### src/rtl/pool_pkg.sv
// Shared widths and the round-robin grant helper for the Pool multiplier arbiter.
package pool_pkg;

  localparam int POOL_A_W     = 16;
  localparam int POOL_B_W     = 16;
  localparam int POOL_P_W     = 32;
  localparam int POOL_MAX_REQ = 8;

  // One-hot grant: first set bit of req searching ptr, ptr+1, ... mod n.
  function automatic logic [POOL_MAX_REQ-1:0] onehot_rr(
    input logic [POOL_MAX_REQ-1:0] req,
    input logic [2:0]              ptr,
    input int                      n
  );
    logic [POOL_MAX_REQ-1:0] g;
    logic                    found;
    int                      idx;
    g     = '0;
    found = 1'b0;
    for (int k = 0; k < POOL_MAX_REQ; k++) begin
      idx = (int'(ptr) + k) % n;
      if (k < n && !found && req[idx[2:0]]) begin
        g[idx[2:0]] = 1'b1;
        found       = 1'b1;
      end
    end
    return g;
  endfunction

endpackage

### src/rtl/pool_mul_pipe.sv
// MUL_LAT-deep signed x unsigned multiplier carrying a requester tag.
// Operands register in stage 0; the product registers through the rest.
module pool_mul_pipe
  import pool_pkg::*;
#(
  parameter int MUL_LAT = 3,
  parameter int TAG_W   = 2
) (
  input  logic                ap_clk,
  input  logic                ap_rst,
  input  logic                en,
  input  logic                in_vld,
  input  logic [TAG_W-1:0]    in_tag,
  input  logic [POOL_A_W-1:0] a,
  input  logic [POOL_B_W-1:0] b,
  output logic                out_vld,
  output logic [TAG_W-1:0]    out_tag,
  output logic [POOL_P_W-1:0] p,
  output logic                any_vld
);

  logic [MUL_LAT-1:0]  vld_q;
  logic [TAG_W-1:0]    tag_q [MUL_LAT];
  logic [POOL_A_W-1:0] a_q;
  logic [POOL_B_W-1:0] b_q;
  logic [POOL_P_W-1:0] prod;

  assign prod = POOL_P_W'($signed(a_q))
              * POOL_P_W'($signed({1'b0, b_q}));

  always_ff @(posedge ap_clk) begin
    if (ap_rst) begin
      vld_q <= '0;
      a_q   <= '0;
      b_q   <= '0;
      for (int i = 0; i < MUL_LAT; i++) tag_q[i] <= '0;
    end else if (en) begin
      vld_q[0] <= in_vld;
      tag_q[0] <= in_tag;
      a_q      <= a;
      b_q      <= b;
      for (int i = 1; i < MUL_LAT; i++) begin
        vld_q[i] <= vld_q[i-1];
        tag_q[i] <= tag_q[i-1];
      end
    end
  end

  generate
    if (MUL_LAT == 1) begin : g_p1
      assign p = prod;
    end else begin : g_pn
      logic [POOL_P_W-1:0] p_q [MUL_LAT-1];
      always_ff @(posedge ap_clk) begin
        if (ap_rst) begin
          for (int i = 0; i < MUL_LAT-1; i++) p_q[i] <= '0;
        end else if (en) begin
          p_q[0] <= prod;
          for (int i = 1; i < MUL_LAT-1; i++) p_q[i] <= p_q[i-1];
        end
      end
      assign p = p_q[MUL_LAT-2];
    end
  endgenerate

  assign out_vld = vld_q[MUL_LAT-1];
  assign out_tag = tag_q[MUL_LAT-1];
  assign any_vld = |vld_q;

endmodule

### src/rtl/pool_mul_arbiter.sv
// Round-robin arbiter sharing one pipelined multiplier among N_REQ requesters.
// A stalled result at the output freezes the pipe and blocks new grants.
module pool_mul_arbiter
  import pool_pkg::*;
#(
  parameter int N_REQ   = 4,
  parameter int MUL_LAT = 3
) (
  input  logic                  ap_clk,
  input  logic                  ap_rst,
  input  logic [N_REQ-1:0]      req_valid,
  input  logic [16*N_REQ-1:0]   req_a,
  input  logic [16*N_REQ-1:0]   req_b,
  output logic [N_REQ-1:0]      req_ready,
  output logic [N_REQ-1:0]      res_valid,
  output logic [POOL_P_W-1:0]   res_p,
  input  logic [N_REQ-1:0]      res_ready,
  output logic                  busy
);

  localparam int TAG_W = $clog2(N_REQ);

  logic [TAG_W-1:0]        rr_ptr_q;
  logic                    init_q;
  logic [POOL_MAX_REQ-1:0] req_ext;
  logic [POOL_MAX_REQ-1:0] gnt_ext;
  logic [N_REQ-1:0]        gnt_oh;
  logic [TAG_W-1:0]        gnt_idx;
  logic [POOL_A_W-1:0]     sel_a;
  logic [POOL_B_W-1:0]     sel_b;
  logic                    out_vld;
  logic [TAG_W-1:0]        out_tag;
  logic [POOL_P_W-1:0]     p;
  logic                    any_vld;
  logic                    stall;
  logic                    advance;
  logic                    fire;

  always_comb begin
    req_ext = '0;
    for (int i = 0; i < N_REQ; i++) req_ext[i] = req_valid[i];
    gnt_ext = onehot_rr(req_ext, 3'(rr_ptr_q), N_REQ);
    gnt_oh  = gnt_ext[N_REQ-1:0];
    gnt_idx = '0;
    for (int i = 0; i < N_REQ; i++)
      if (gnt_oh[i]) gnt_idx = TAG_W'(i);
    sel_a = req_a[16*gnt_idx +: 16];
    sel_b = req_b[16*gnt_idx +: 16];
  end

  assign stall   = out_vld & ~res_ready[out_tag];
  // No grants during reset or the cycle right after it.
  assign advance = ~stall & ~ap_rst & ~init_q;
  assign req_ready = gnt_oh & {N_REQ{advance}};
  assign fire    = |req_ready;

  always_ff @(posedge ap_clk) begin
    if (ap_rst) begin
      rr_ptr_q <= '0;
      init_q   <= 1'b1;
    end else begin
      init_q <= 1'b0;
      if (fire)
        rr_ptr_q <= (gnt_idx == TAG_W'(N_REQ-1)) ? '0 : gnt_idx + 1'b1;
    end
  end

  pool_mul_pipe #(
    .MUL_LAT (MUL_LAT),
    .TAG_W   (TAG_W)
  ) u_pipe (
    .ap_clk  (ap_clk),
    .ap_rst  (ap_rst),
    .en      (~stall),
    .in_vld  (fire),
    .in_tag  (gnt_idx),
    .a       (sel_a),
    .b       (sel_b),
    .out_vld (out_vld),
    .out_tag (out_tag),
    .p       (p),
    .any_vld (any_vld)
  );

  always_comb begin
    res_valid = '0;
    if (out_vld && !ap_rst) res_valid[out_tag] = 1'b1;
  end

  assign res_p = ap_rst ? '0 : p;
  assign busy  = any_vld & ~ap_rst;

endmodule

### config.mk
export PLATFORM = sky130hd
export DESIGN_NAME = pool_mul_arbiter
export DESIGN_NICKNAME = d
export VERILOG_FILES = /design/src/rtl/pool_pkg.sv /design/src/rtl/pool_mul_pipe.sv /design/src/rtl/pool_mul_arbiter.sv
export SDC_FILE = /design/constraint.sdc
export NUM_CORES = 1
export LEC_CHECK = 0
export BUFFER_PORTS_ARGS = -buffer_cell sky130_fd_sc_hd__buf_2
export CAP_MARGIN = 10
export CORE_MARGIN = 2
export CORE_UTILIZATION = 49
export CTS_CLUSTER_SIZE = 10
export DETAILED_ROUTE_END_ITERATION = 10
export HOLD_SLACK_MARGIN = 0.1
export PLACE_DENSITY = 0.72
export SLEW_MARGIN = 15
export SYNTH_ARGS = -nofsm -noshare
export SYNTH_HDL_FRONTEND = slang
export SYNTH_SLANG_ARGS = --single-unit
export TNS_END_PERCENT = 100
### constraint.sdc
create_clock -name ap_clk -period 6.17 [get_ports ap_clk]
set_clock_uncertainty 0.15 [all_clocks]
set_input_delay 0.3085 -clock ap_clk [delete_from_list [all_inputs] [get_ports ap_clk]]
set_output_delay 0.3085 -clock ap_clk [all_outputs]
set_load 0.02 [all_outputs]
# Word level (Yosys, flattened, before mapping)
# Memory sizes are Yosys's and may differ from the RTL's.
# Cells that the tools add are included.
# totals
ram_bits,70
input_bits,138
ff_bits,38
mem_count,2
out_inout_bits,41
# op_classes
bitwise_logic,20
reduce_logical,18
n_lt_le_gt_ge,10
n_shift,2
add_sub_neg,4
n_mux,43
mul,1
eq_ne,1
# mem_list
name,depth,width,read_ports,rd_ports_with_merged_regs,write_ports,line,rtl
u_pipe.g_pn.p_q,2,32,2,0,2,pool_mul_pipe.sv:53,logic [POOL_P_W-1:0] p_q [MUL_LAT-1];
u_pipe.tag_q,3,2,3,0,3,pool_mul_pipe.sv:23,logic [TAG_W-1:0] tag_q [MUL_LAT];
# ops
cell,count
$shiftx 64x7->16,2
$mux 32,3
$mul 16x17->32,1
$mux 4,5
$mux 1,19
$lt 3x4->1 const B,3
$mux 2,6
$or 4x4->4,3
$bmux 1 s3,3
$demux 1 s3,3
$ge 3x1->1 const B,3
$logic_and 1x1->1,9
$reduce_or 2->1,3
$or 1x1->1,5
$add 2x1->2 const B,2
$add 2x2->2 const B,2
$and 1x1->1,4
$and 4x4->4,1
$bmux 1 s2,2
$demux 1 s2,2
$ge 2x1->1 const B,2
$logic_not 1->1,4
$lt 2x4->1 const B,1
$not 1->1,4
5 further kinds,7

# Logic depth before layout (Yosys ltp)
# Gate-level depths: netlist of run 1.
# depth
depth_word,18
ltp_mapped,23
mapped_depth_nobuf,21

# By module
# From an unflattened synthesis of run 1, not the netlist that was laid out.
# unflattened
cells_unflattened,1653
hier_area_um2,15160.8
# modules_own_cells
module,area_each_um2,seq_area_each_um2,cells_each,n_inst
pool_mul_pipe,13006.2,2802.7,1351,1
pool_mul_arbiter,2154.6,60.1,302,1

# Least setup slack after synthesis of run 1
# OpenSTA, ideal clock, no wires.
# synth_timing
path_type,reg-to-reg
startpoint,reg u_pipe.a_q[1]
endpoint,"mem u_pipe.g_pn.p_q[0][26], data pin"
setup_ns,0.136
arrival_time_ns,5.930
path_stages_with_launch,21
slack_ns,-0.045
cell_sequence,dfxtp_1 clkbuf_1 nand2_1 fa_1 fa_1 fa_1 inv_1 fa_1 fa_1 inv_1 fa_1 inv_1 ha_1 nand2_1 nor2_1 nand2_1 o31a_1 o41ai_2 o21ai_0 or4_1 nand3_1
# synth_rtl
element,line,rtl
"start, declared",pool_mul_pipe.sv:24,logic [POOL_A_W-1:0] a_q;
"start signal, assigned",pool_mul_pipe.sv:34,a_q <= '0;
"start signal, assigned",pool_mul_pipe.sv:40,a_q <= a;
"end, declared",pool_mul_pipe.sv:53,

==> results of run 1 <==
worst max-delay path: stages (launching register included):
cell and delay [ns]:
dfxtp_4 0.38, buf_6 0.16, and2_1 0.19, fa_1 0.54
inv_1 0.05, fa_1 0.40, fa_1 0.55, inv_1 0.07
fa_1 0.50, fa_1 0.49, inv_1 0.05, fa_1 0.47
inv_1 0.07, ha_4 0.23, a21o_1 0.18, a21o_1 0.21
a21oi_2 0.15, a2bb2oi_2 0.21, o41ai_4 0.12, buf_4 0.15
o211ai_1 0.18, mux2i_1 0.10, o21a_1 0.17
how the worst max path moves through the flow:
stage	slack, ns	cells past startpoint	endpoint
after floorplan	0.01	20	u_pipe.g_pn.p_q[0][26]$_SDFFCE_PN0P_
after global placement	-0.10	20	u_pipe.g_pn.p_q[0][28]$_SDFFCE_PN0P_
after detailed placement	-0.29	19	u_pipe.g_pn.p_q[0][29]$_SDFFCE_PN0P_
after CTS	0.005	20	u_pipe.g_pn.p_q[0][29]$_SDFFCE_PN0P_
after global routing	-0.02	21	u_pipe.g_pn.p_q[0][31]$_SDFFCE_PN0P_
final	0.16	22	u_pipe.g_pn.p_q[0][30]$_SDFFCE_PN0P_
area by class of cell:
type	instances	area, um^2
inverters	241	905
flip-flops and latches	108	2910
clock inverters	7	81.3
well taps	378	473
clock buffers	9	225
multi-input cells	1097	10100
fillers	2416	11400
repair buffers	306	1960
placed cells by master, fill, tap and decap left out, types with 36 or more instances in the layout:
cell,instances
nor2_1,74
buf_2,178
nor2b_1,36
fa_1,191
edfxtp_1,70
nand2_1,247
inv_1,240
ha_1,117
and2_1,159
buf_4,87
dlygate4sd3_1,36
cell families (layout without fill, tap and decap cells):
logic type	after synthesis	after routing	synth area share, %
AO/OA/AOI/OAI	167	167	8.85
XOR/XNOR	21	21	1.31
adder cells (fa/ha/maj)	317	317	38.7
buffers and inverters	324	563	9.00
flip-flops	108	108	20.4
multiplexers	10	10	1.16
AND/OR/NAND/NOR	582	582	20.6
Yosys cell counts, types with 3 or more instances:
master	n	area [um^2]
nand4_1	4	25.0
nor2_1	75	282
buf_4	6	45.0
inv_1	240	901
a21oi_1	30	150
buf_2	5	25.0
and3_1	5	31.3
ha_1	123	1540
o21ai_0	19	95.1
nand2b_1	16	100
nand3_1	4	20.0
nand2_1	249	935
edfxtp_1	70	2100
buf_1	4	15.0
nor3_1	8	40.0
o211ai_1	3	22.5
clkbuf_1	65	244
a211oi_1	5	37.5
o21bai_1	7	52.6
mux2i_1	5	50.1
a311oi_1	31	272
o221ai_1	32	280
o31ai_1	3	22.5
mux4_2	5	113
nor2b_1	38	238
fa_1	194	3880
xnor2_1	15	131
a21o_1	12	90.1
or2_2	3	18.8
dfxtp_1	38	761
o21a_1	4	30.0
xor2_1	6	52.6
and2_1	159	995
per-stage QoR:
step / cells / utilization [%] / setup TNS, ns
3_5_place_dp: 2093 / 56.1 / -2.15
2_1_floorplan: 1529 / - / 0
3_3_place_gp: 2093 / 56.1 / -0.382
6_report: 2146 / 59.5 / 0
4_1_cts: 2146 / 58.8 / 0
5_1_grt: 2146 / 59.5 / -0.0367
flip-flops by register name, indices dropped and copies added (netlist names):
name             count
rr_ptr_q             2
u_pipe.tag_q         6
u_pipe.g_pn.p_q     64
u_pipe.a_q          16
u_pipe.b_q          16
u_pipe.vld_q         3
init_q               1
what timing repair did:
action                                  4_1_cts  5_1_grt
hold endpoints to repair                     21        0
endpoints found under the setup margin       12       13
pin swaps                                     5       15
hold buffers                                 36        0
gates cloned                                  0        0
setup buffers                                 1        1
gates resized for setup                      30       45
layer usage:
| metal | vias up | GRT usage [%] | wire (um) |
|---|---|---|---|
| met1 | 5627 | 30.9 | 15300 |
| met2 | 497 | 43.4 | 18100 |
| li1 | 5353 | - | - |
| met3 | 99 | 5.52 | 2780 |
| met4 | 0 | 12.4 | 1870 |
| met5 | - | 0 | 0 |
==> flow_metrics.tcl, run 1 <==
set metrics [dict create \
    run_status "complete, no violations" \
    reg2reg_depth 22 \
    cp.required_ns 6.16 \
    finalMaxSlewViolations 0 \
    grt_pass1_vias 11900 \
    antenna_found_initial 0 \
    post-place-ws_ns -0.287 \
    die_w_um 173 \
    routedWlPerCell_um 17.7 \
    final_antenna_net_count 0 \
    drv_cap 0 \
    place_congestion 0.975 \
    grt_pass1_wl_um 60600 \
    relSlewSlack_pct 35.8 \
    synth-seq-area-share_pct 20.4 \
    cp-startpoint "u_pipe.b_q[10]$_SDFFE_PP0N_" \
    ys_ff_latch 108 \
    criticalPathCategory "reg2reg" \
    vias_per_cell 5.39 \
    row_count 61 \
    htreeDepth 3 \
    synth_fp_nets 1984 \
    grt-ovfl-total 0 \
    die-area_um2 30000 \
    crit_fanout 13 \
    stdcell_area_um2 16700 \
    ys_async_sr_fraction_pct 0 \
    track_usage_pct 25.6 \
    clock-sinks 108 \
    cp.arrival_ns 5.99 \
    yosysWarnings 0 \
    synth_area_per_cell_um2 9.17 \
    netlist_area_um2 14000 \
    ys.flop_type "edfxtp_1" \
    grt_max_degree 74 \
    clock-root-buffer "clkbuf_16" \
    drive_above_1_share_pct 20.4 \
    clkLatencyLatePin_ns 0.37 \
    drc 0 \
    core_um2 28000 \
    areaGrowthSynthToFinish_pct 18.8 \
    dp_hpwl_um 31000 \
    initial_core_util_pct 50.0 \
    vias 11600 \
    wirelength_um 38100 \
    cts_tree "yes" \
    end_kind "flip-flop" \
    clk_pin_slew_ns 0.09 \
    die-height_um 173 \
    hold_path.class "in2reg" \
    holdWs_ns 0.125 \
    min_to "u_pipe.b_q[2]$_SDFFE_PP0N_" \
    rrSetupSlack_ns 0.16 \
    tightest_slew_ns 0.957 \
    cp-start-kind "flip-flop" \
    rr_endpoint "u_pipe.g_pn.p_q[0][30]$_SDFFCE_PN0P_" \
    diodes 0 \
    drt_iter0_markers 666 \
    cts_made_buffers 9 \
    fin_ws_ns 0.165 \
    dpl-instance-area_um2 15700 \
    clockBufferDepth 2 \
    portBuffers 178 \
    post-route-period-util_pct 97.3 \
    layout.nets 2218 \
    hold_depth 3 \
    fin_crit_ns 6.01 \
    regToRegStartpoint "u_pipe.b_q[10]$_SDFFE_PP0N_" \
    setup_viol 0 \
    top_level_ports 179 \
    yosysUniqueCellTypes 66 \
    min_from "req_b[34]" \
    synth-edff-count 70 \
    max_freq_ghz 0.167 \
    synthCells 1529 \
    first_pass_iters 7 \
    hold_viol_final 0 \
]
Power of run 1 is not shown: default switching activity piles up to over one toggle a cycle in this logic, so the estimate is an artifact.
==> run 2: changes to the inputs <==
- PLACE_DENSITY: 0.72 -> 0.69
- clock period: 6.17 -> 5.64 ns (I/O delays scaled with it)
==> run 2 against run 1 <==
Net effect:
- the run now ends with negative setup slack left
- critical path type unchanged
- routed wire length down 2.2%
- clock-buffer cell count unchanged
- worst hold slack worse by 0.019 ns
- critical endpoint is now u_pipe.g_pn.p_q[0][25]$_SDFFCE_PN0P_
- register-to-register slack worse by 0.39 ns
- sequential share of layout area down 0.47 points
- critical path depth down 3
==> flow_metrics.tcl, run 2 (synthesis results as in run 1) <==
set metrics [dict create \
    run_status "complete, but fails checks" \
    violations "negative setup slack" \
    fin_crit_ns 5.86 \
    instances_no_fill 2201 \
    rrSetupSlack_ns -0.22 \
    final_antenna_net_count 0 \
    clk_pin_slew_ns 0.08 \
    reg_top3 "u_pipe.g_pn.p_q: 64 flops, u_pipe.a_q: 16 flops, u_pipe.b_q: 16 flops" \
    place_congestion 0.932 \
    htreeDepth 3 \
    min_to "u_pipe.b_q[9]$_SDFFE_PP0N_" \
    drt_iter0_markers 845 \
    cp_num_buf_inv 4 \
    drive_above_1_share_pct 24.0 \
    clockBufferDepth 2 \
    post-route-util_pct 61.7 \
    crit_chain "and2_4, fa_1, inv_1, fa_1, inv_1, fa_1, fa_1, fa_1, inv_1, fa_1, inv_2, ha_4, a21o_1, a21oi_2, o221ai_2, o31ai_4, o21ai_4, or4_4, o211ai_1" \
    top_level_ports 179 \
    end_kind "flip-flop" \
    wirelength_um 37200 \
    routedWlPerCell_um 16.9 \
    row_count 61 \
    clkLatencyLatePin_ns 0.36 \
    relSlewSlack_pct 42.5 \
    regToRegStartpoint "u_pipe.a_q[4]$_SDFFE_PP0N_" \
    cp-start-kind "flip-flop" \
    first_pass_iters 7 \
    hold_depth 3 \
    clock-sinks 108 \
    grt_max_degree 69 \
    diodes 0 \
    cts_made_buffers 9 \
    antenna_found_initial 0 \
    grt_pass1_vias 12200 \
    clock-root-buffer "clkbuf_16" \
    cp.arrival_ns 5.91 \
    min_from "req_b[25]" \
    final_cell_mix "244 x nand2_1, 231 x inv_1, 188 x fa_1" \
    largest_register "u_pipe.g_pn.p_q" \
    hold_viol_final 0 \
    fillerInstances 2341 \
    critical-path-top-delay-family "adder cells" \
    rr_endpoint "u_pipe.g_pn.p_q[0][25]$_SDFFCE_PN0P_" \
    portBuffers 178 \
    dp_hpwl_um 30200 \
    hold_path.class "in2reg" \
    setup_viol 11 \
    initial_core_util_pct 50.0 \
    die-area_um2 30000 \
    die-height_um 173 \
    crit_fanout 12 \
    vias 11900 \
    drc 0 \
    reg2reg_depth 19 \
    fin_ws_ns -0.224 \
    drv_cap 0 \
    placedCellCount 2124 \
    cpMostUsedCell "fa_1" \
    track_usage_pct 25.1 \
    finalMaxSlewViolations 0 \
    max_freq_ghz 0.171 \
    cts_tree "yes" \
    post-place-ws_ns -0.419 \
    grt_setup_unrepaired "true" \
    post-route-period-util_pct 104 \
    critPathMaxStageDelay_ns 0.56 \
    vias_per_cell 5.39 \
    largest_reg_flops 64 \
    areaGrowthSynthToFinish_pct 23.2 \
    grt-ovfl-total 0 \
    layout_commonest_cell "nand2_1" \
    layout.nets 2273 \
    holdWs_ns 0.106 \
    cp.required_ns 5.69 \
    core_um2 28000 \
    tightest_slew_ns 0.857 \
    slowest_stage "fa_1" \
    die_w_um 173 \
    grt_pass1_wl_um 60900 \
    criticalPathCategory "reg2reg" \
]
[run 2: changes by cell type in the layout (fill, tap and decap cells not counted), sizes merged]
cell	before	now
buf	270	317
dlygate4sd3	36	44
[run 2: timing repair]
action,4_1_cts,5_1_grt
gates resized for setup,59,29
endpoints found under the hold margin,22,0
pin swaps,17,16
hold buffers,44,0
endpoints found under the setup margin,14,17
setup buffers,9,8
[run 2: routing by layer]
layer / track usage [%] / vias up / wire length [um]
li1: - / 5472 / -
met1: 31.5 / 5840 / 15100
met2: 44.9 / 456 / 18800
met3: 3.47 / 85 / 2150
met4: 7.63 / 0 / 1180
met5: 0 / - / 0
[run 2: worst max-delay path by stage]
stage                                from  cells past startpoint                              endpoint  slack [ns]
2_1_floorplan  u_pipe.a_q[4]$_SDFFE_PP0N_                     21  u_pipe.g_pn.p_q[0][26]$_SDFFCE_PN0P_       -0.06
3_3_place_gp   u_pipe.b_q[7]$_SDFFE_PP0N_                     21  u_pipe.g_pn.p_q[0][28]$_SDFFCE_PN0P_       -0.32
3_5_place_dp   u_pipe.b_q[7]$_SDFFE_PP0N_                     20  u_pipe.g_pn.p_q[0][29]$_SDFFCE_PN0P_       -0.42
4_1_cts        u_pipe.b_q[8]$_SDFFE_PP0N_                     20  u_pipe.g_pn.p_q[0][26]$_SDFFCE_PN0P_       -0.16
5_1_grt        u_pipe.a_q[4]$_SDFFE_PP0N_                     19  u_pipe.g_pn.p_q[0][29]$_SDFFCE_PN0P_       -0.39
6_report       u_pipe.a_q[4]$_SDFFE_PP0N_                     19  u_pipe.g_pn.p_q[0][25]$_SDFFCE_PN0P_       -0.22
[run 2: worst reg2reg max path, stage by stage, from the launching register on]
cell	delay (ns)
dfxtp_4	0.40
and2_4	0.16
fa_1	0.56
inv_1	0.08
fa_1	0.48
inv_1	0.05
fa_1	0.48
fa_1	0.53
fa_1	0.52
inv_1	0.05
fa_1	0.51
inv_2	0.05
ha_4	0.22
a21o_1	0.18
a21oi_2	0.13
o221ai_2	0.13
o31ai_4	0.38
o21ai_4	0.12
or4_4	0.43
o211ai_1	0.10
[run 2: final cells by class]
| type | count | area [um^2] | area share, % |
|---|---|---|---|
| clock inverters | 7 | 86.3 | 0.500 |
| well taps | 378 | 473 | 2.74 |
| clock buffers | 9 | 225 | 1.30 |
| multi-input cells | 1097 | 10200 | 59.1 |
| flip-flops and latches | 108 | 2940 | 17.0 |
| repair buffers | 361 | 2430 | 14.1 |
| inverters | 241 | 905 | 5.24 |
[run 2: metrics by stage]
| stage | cell area, um^2 | TNS [ns] |
|---|---|---|
| after floorplan | 14300 | -0.141 |
| after global placement | 16100 | -2.86 |
| after detailed placement | 16100 | -3.91 |
| after CTS | 17100 | -1.14 |
| after global routing | 17300 | -4.11 |
| final | 17300 | -1.60 |
Power of run 2 is left out for the same reason.
==> run 3: changes to the inputs <==
- CORE_UTILIZATION: 49 -> 40
- PLACE_DENSITY: 0.69 -> unset
==> run 3 against run 2 <==
Net effect:
- the flow still finishes with violations (negative setup slack)
- highest routed layer unchanged
- clock-buffer cell count grew 1
- utilization shrank 10 points
- final cell count grew 4.4%
- register-to-register slack lost 0.04 ns
==> flow_metrics.tcl, run 3 (synthesis results as in run 1) <==
set metrics [dict create \
    run_status "complete, but fails checks" \
    violations "negative setup slack" \
    htreeDepth 3 \
    drive_above_1_share_pct 26.0 \
    cts_made_buffers 9 \
    cp.required_ns 5.62 \
    top_usage_layer "met2" \
    largest_reg_flops 64 \
    portBuffers 178 \
    grt_setup_unrepaired "true" \
    reg_top3 "u_pipe.g_pn.p_q: 64 flops, u_pipe.a_q: 16 flops, u_pipe.b_q: 16 flops" \
    hold_viol_final 0 \
    grtUsageMet3_pct 2.88 \
    place_congestion 0.883 \
    crit_chain "and2_4, fa_1, inv_1, fa_1, fa_1, fa_1, inv_1, fa_1, inv_1, fa_1, inv_2, ha_4, a21oi_4, o21ai_4, a21oi_4, o221ai_4, o31ai_4, buf_6, o21ai_4, and3_1, a211o_1" \
    clk_pin_slew_ns 0.08 \
    setup_viol 11 \
    track_usage_pct 22.0 \
    post-route-period-util_pct 105 \
    vias 11600 \
    tightest_slew_ns 1.09 \
    antenna_found_initial 0 \
    drv_cap 0 \
    drc 0 \
    cp.arrival_ns 5.88 \
    drt_iter0_markers 640 \
    cp-start-kind "flip-flop" \
    met1_usage_pct 29.2 \
    die-height_um 191 \
    clockBufferDepth 2 \
    finalMaxSlewViolations 0 \
    grt_pass1_wl_um 62600 \
    max_freq_ghz 0.169 \
    critical-path-top-delay-family "adder cells" \
    die-area_um2 36600 \
    row_count 68 \
    clkLatencyLatePin_ns 0.38 \
    first_pass_iters 7 \
    hold_path.class "in2reg" \
    cp_num_buf_inv 5 \
    die_w_um 191 \
    end_kind "flip-flop" \
    grt_pass1_vias 12100 \
    cpMostUsedCell "fa_1" \
    largest_register "u_pipe.g_pn.p_q" \
    critPathMaxStageDelay_ns 0.55 \
    final_cell_mix "242 x nand2_1, 225 x inv_1, 187 x fa_1" \
    use_met2_pct 36.6 \
    wirelength_um 38900 \
    clock-root-buffer "clkbuf_16" \
    core_um2 34500 \
    relSlewSlack_pct 27.1 \
    fin_crit_ns 5.90 \
    cts_tree "yes" \
    clock-sinks 108 \
    layout.nets 2291 \
    tns_ns -1.98 \
    routedWlPerCell_um 17.0 \
    grt-ovfl-total 0 \
    areaGrowthSynthToFinish_pct 26.7 \
    grt_max_degree 74 \
    vias_per_cell 5.07 \
    dp_hpwl_um 31400 \
    initial_core_util_pct 40.6 \
    crit_fanout 8 \
    fin_ws_ns -0.263 \
    final_antenna_net_count 0 \
    slowest_stage "fa_1" \
    post-route-util_pct 51.4 \
    layout_commonest_cell "nand2_1" \
    top_level_ports 179 \
    criticalPathCategory "reg2reg" \
]
run 3: cell count changes in the layout (fill, tap and decap cells not counted), sizes merged:
cell         previous run  this run
buf                   317       325
bufinv                  0         1
clkbuf                  9        10
clkinv                  4         2
diode                   0         1
dlygate4sd3            44        54
run 3: area by class of cell:
type | count | area (um^2)
Inverter | 241 | 907
Antenna cell | 1 | 2.50
Timing Repair Buffer | 379 | 2610
Sequential cell | 108 | 2930
Fill cell | 3296 | 16800
Clock inverter | 6 | 93.8
Multi-Input combinational cell | 1097 | 10400
Clock buffer | 10 | 250
Tap cell | 455 | 569
run 3: worst paths after layout:
kind              slack [ns]  cells past startpoint                    startpoint                                    to
setup / recovery       -0.26                     21    u_pipe.b_q[7]$_SDFFE_PP0N_  u_pipe.g_pn.p_q[0][31]$_SDFFCE_PN0P_
hold reg to reg         0.33                      2  u_pipe.vld_q[1]$_SDFFE_PP0N_          u_pipe.vld_q[2]$_SDFFE_PP0N_
setup reg to reg       -0.26                     21    u_pipe.b_q[7]$_SDFFE_PP0N_  u_pipe.g_pn.p_q[0][31]$_SDFFCE_PN0P_
hold / removal          0.11                      3                      req_b[4]            u_pipe.b_q[4]$_SDFFE_PP0N_
run 3: per-layer routing:
| layer | share of wire [%] | wire [um] | up-vias |
|---|---|---|---|
| met3 | 4.8 | 1850 | 68 |
| met4 | 3.2 | 1260 | 0 |
| met2 | 48 | 18700 | 352 |
| met5 | 0 | 0 | - |
| li1 | - | - | 5492 |
| met1 | 44 | 17100 | 5736 |
run 3: worst register-to-register path, delay by kind of cell, from the launching register on:
kind | cells | cell delay, ns
adder cells (fa/ha/maj) | 7 | 3.27
AO/OA/AOI/OAI | 7 | 1.18
flip-flops | 1 | 0.38
buffers and inverters | 5 | 0.36
AND/OR/NAND/NOR | 2 | 0.32
run 3: metrics by stage:
stage	instance area, um^2	worst slack, ns	hold WS, ns	instances
2_1_floorplan	14300	-0.0569	0.160	1529
3_3_place_gp	16200	-0.476	0.301	2197
3_5_place_dp	16200	-0.530	0.317	2197
4_1_cts	17500	-0.221	0.101	2292
5_1_grt	17800	-0.453	0.114	2296
6_report	17800	-0.263	0.110	2297
run 3: what timing repair did:
item                                    CTS  global route
buffers inserted                         26             4
endpoints found under the hold margin    29             0
endpoints found under the setup margin   16            21
resized for setup                        92            45
hold buffers                             54             0
pin swaps                                25            30
Power of run 3 is left out for the same reason.
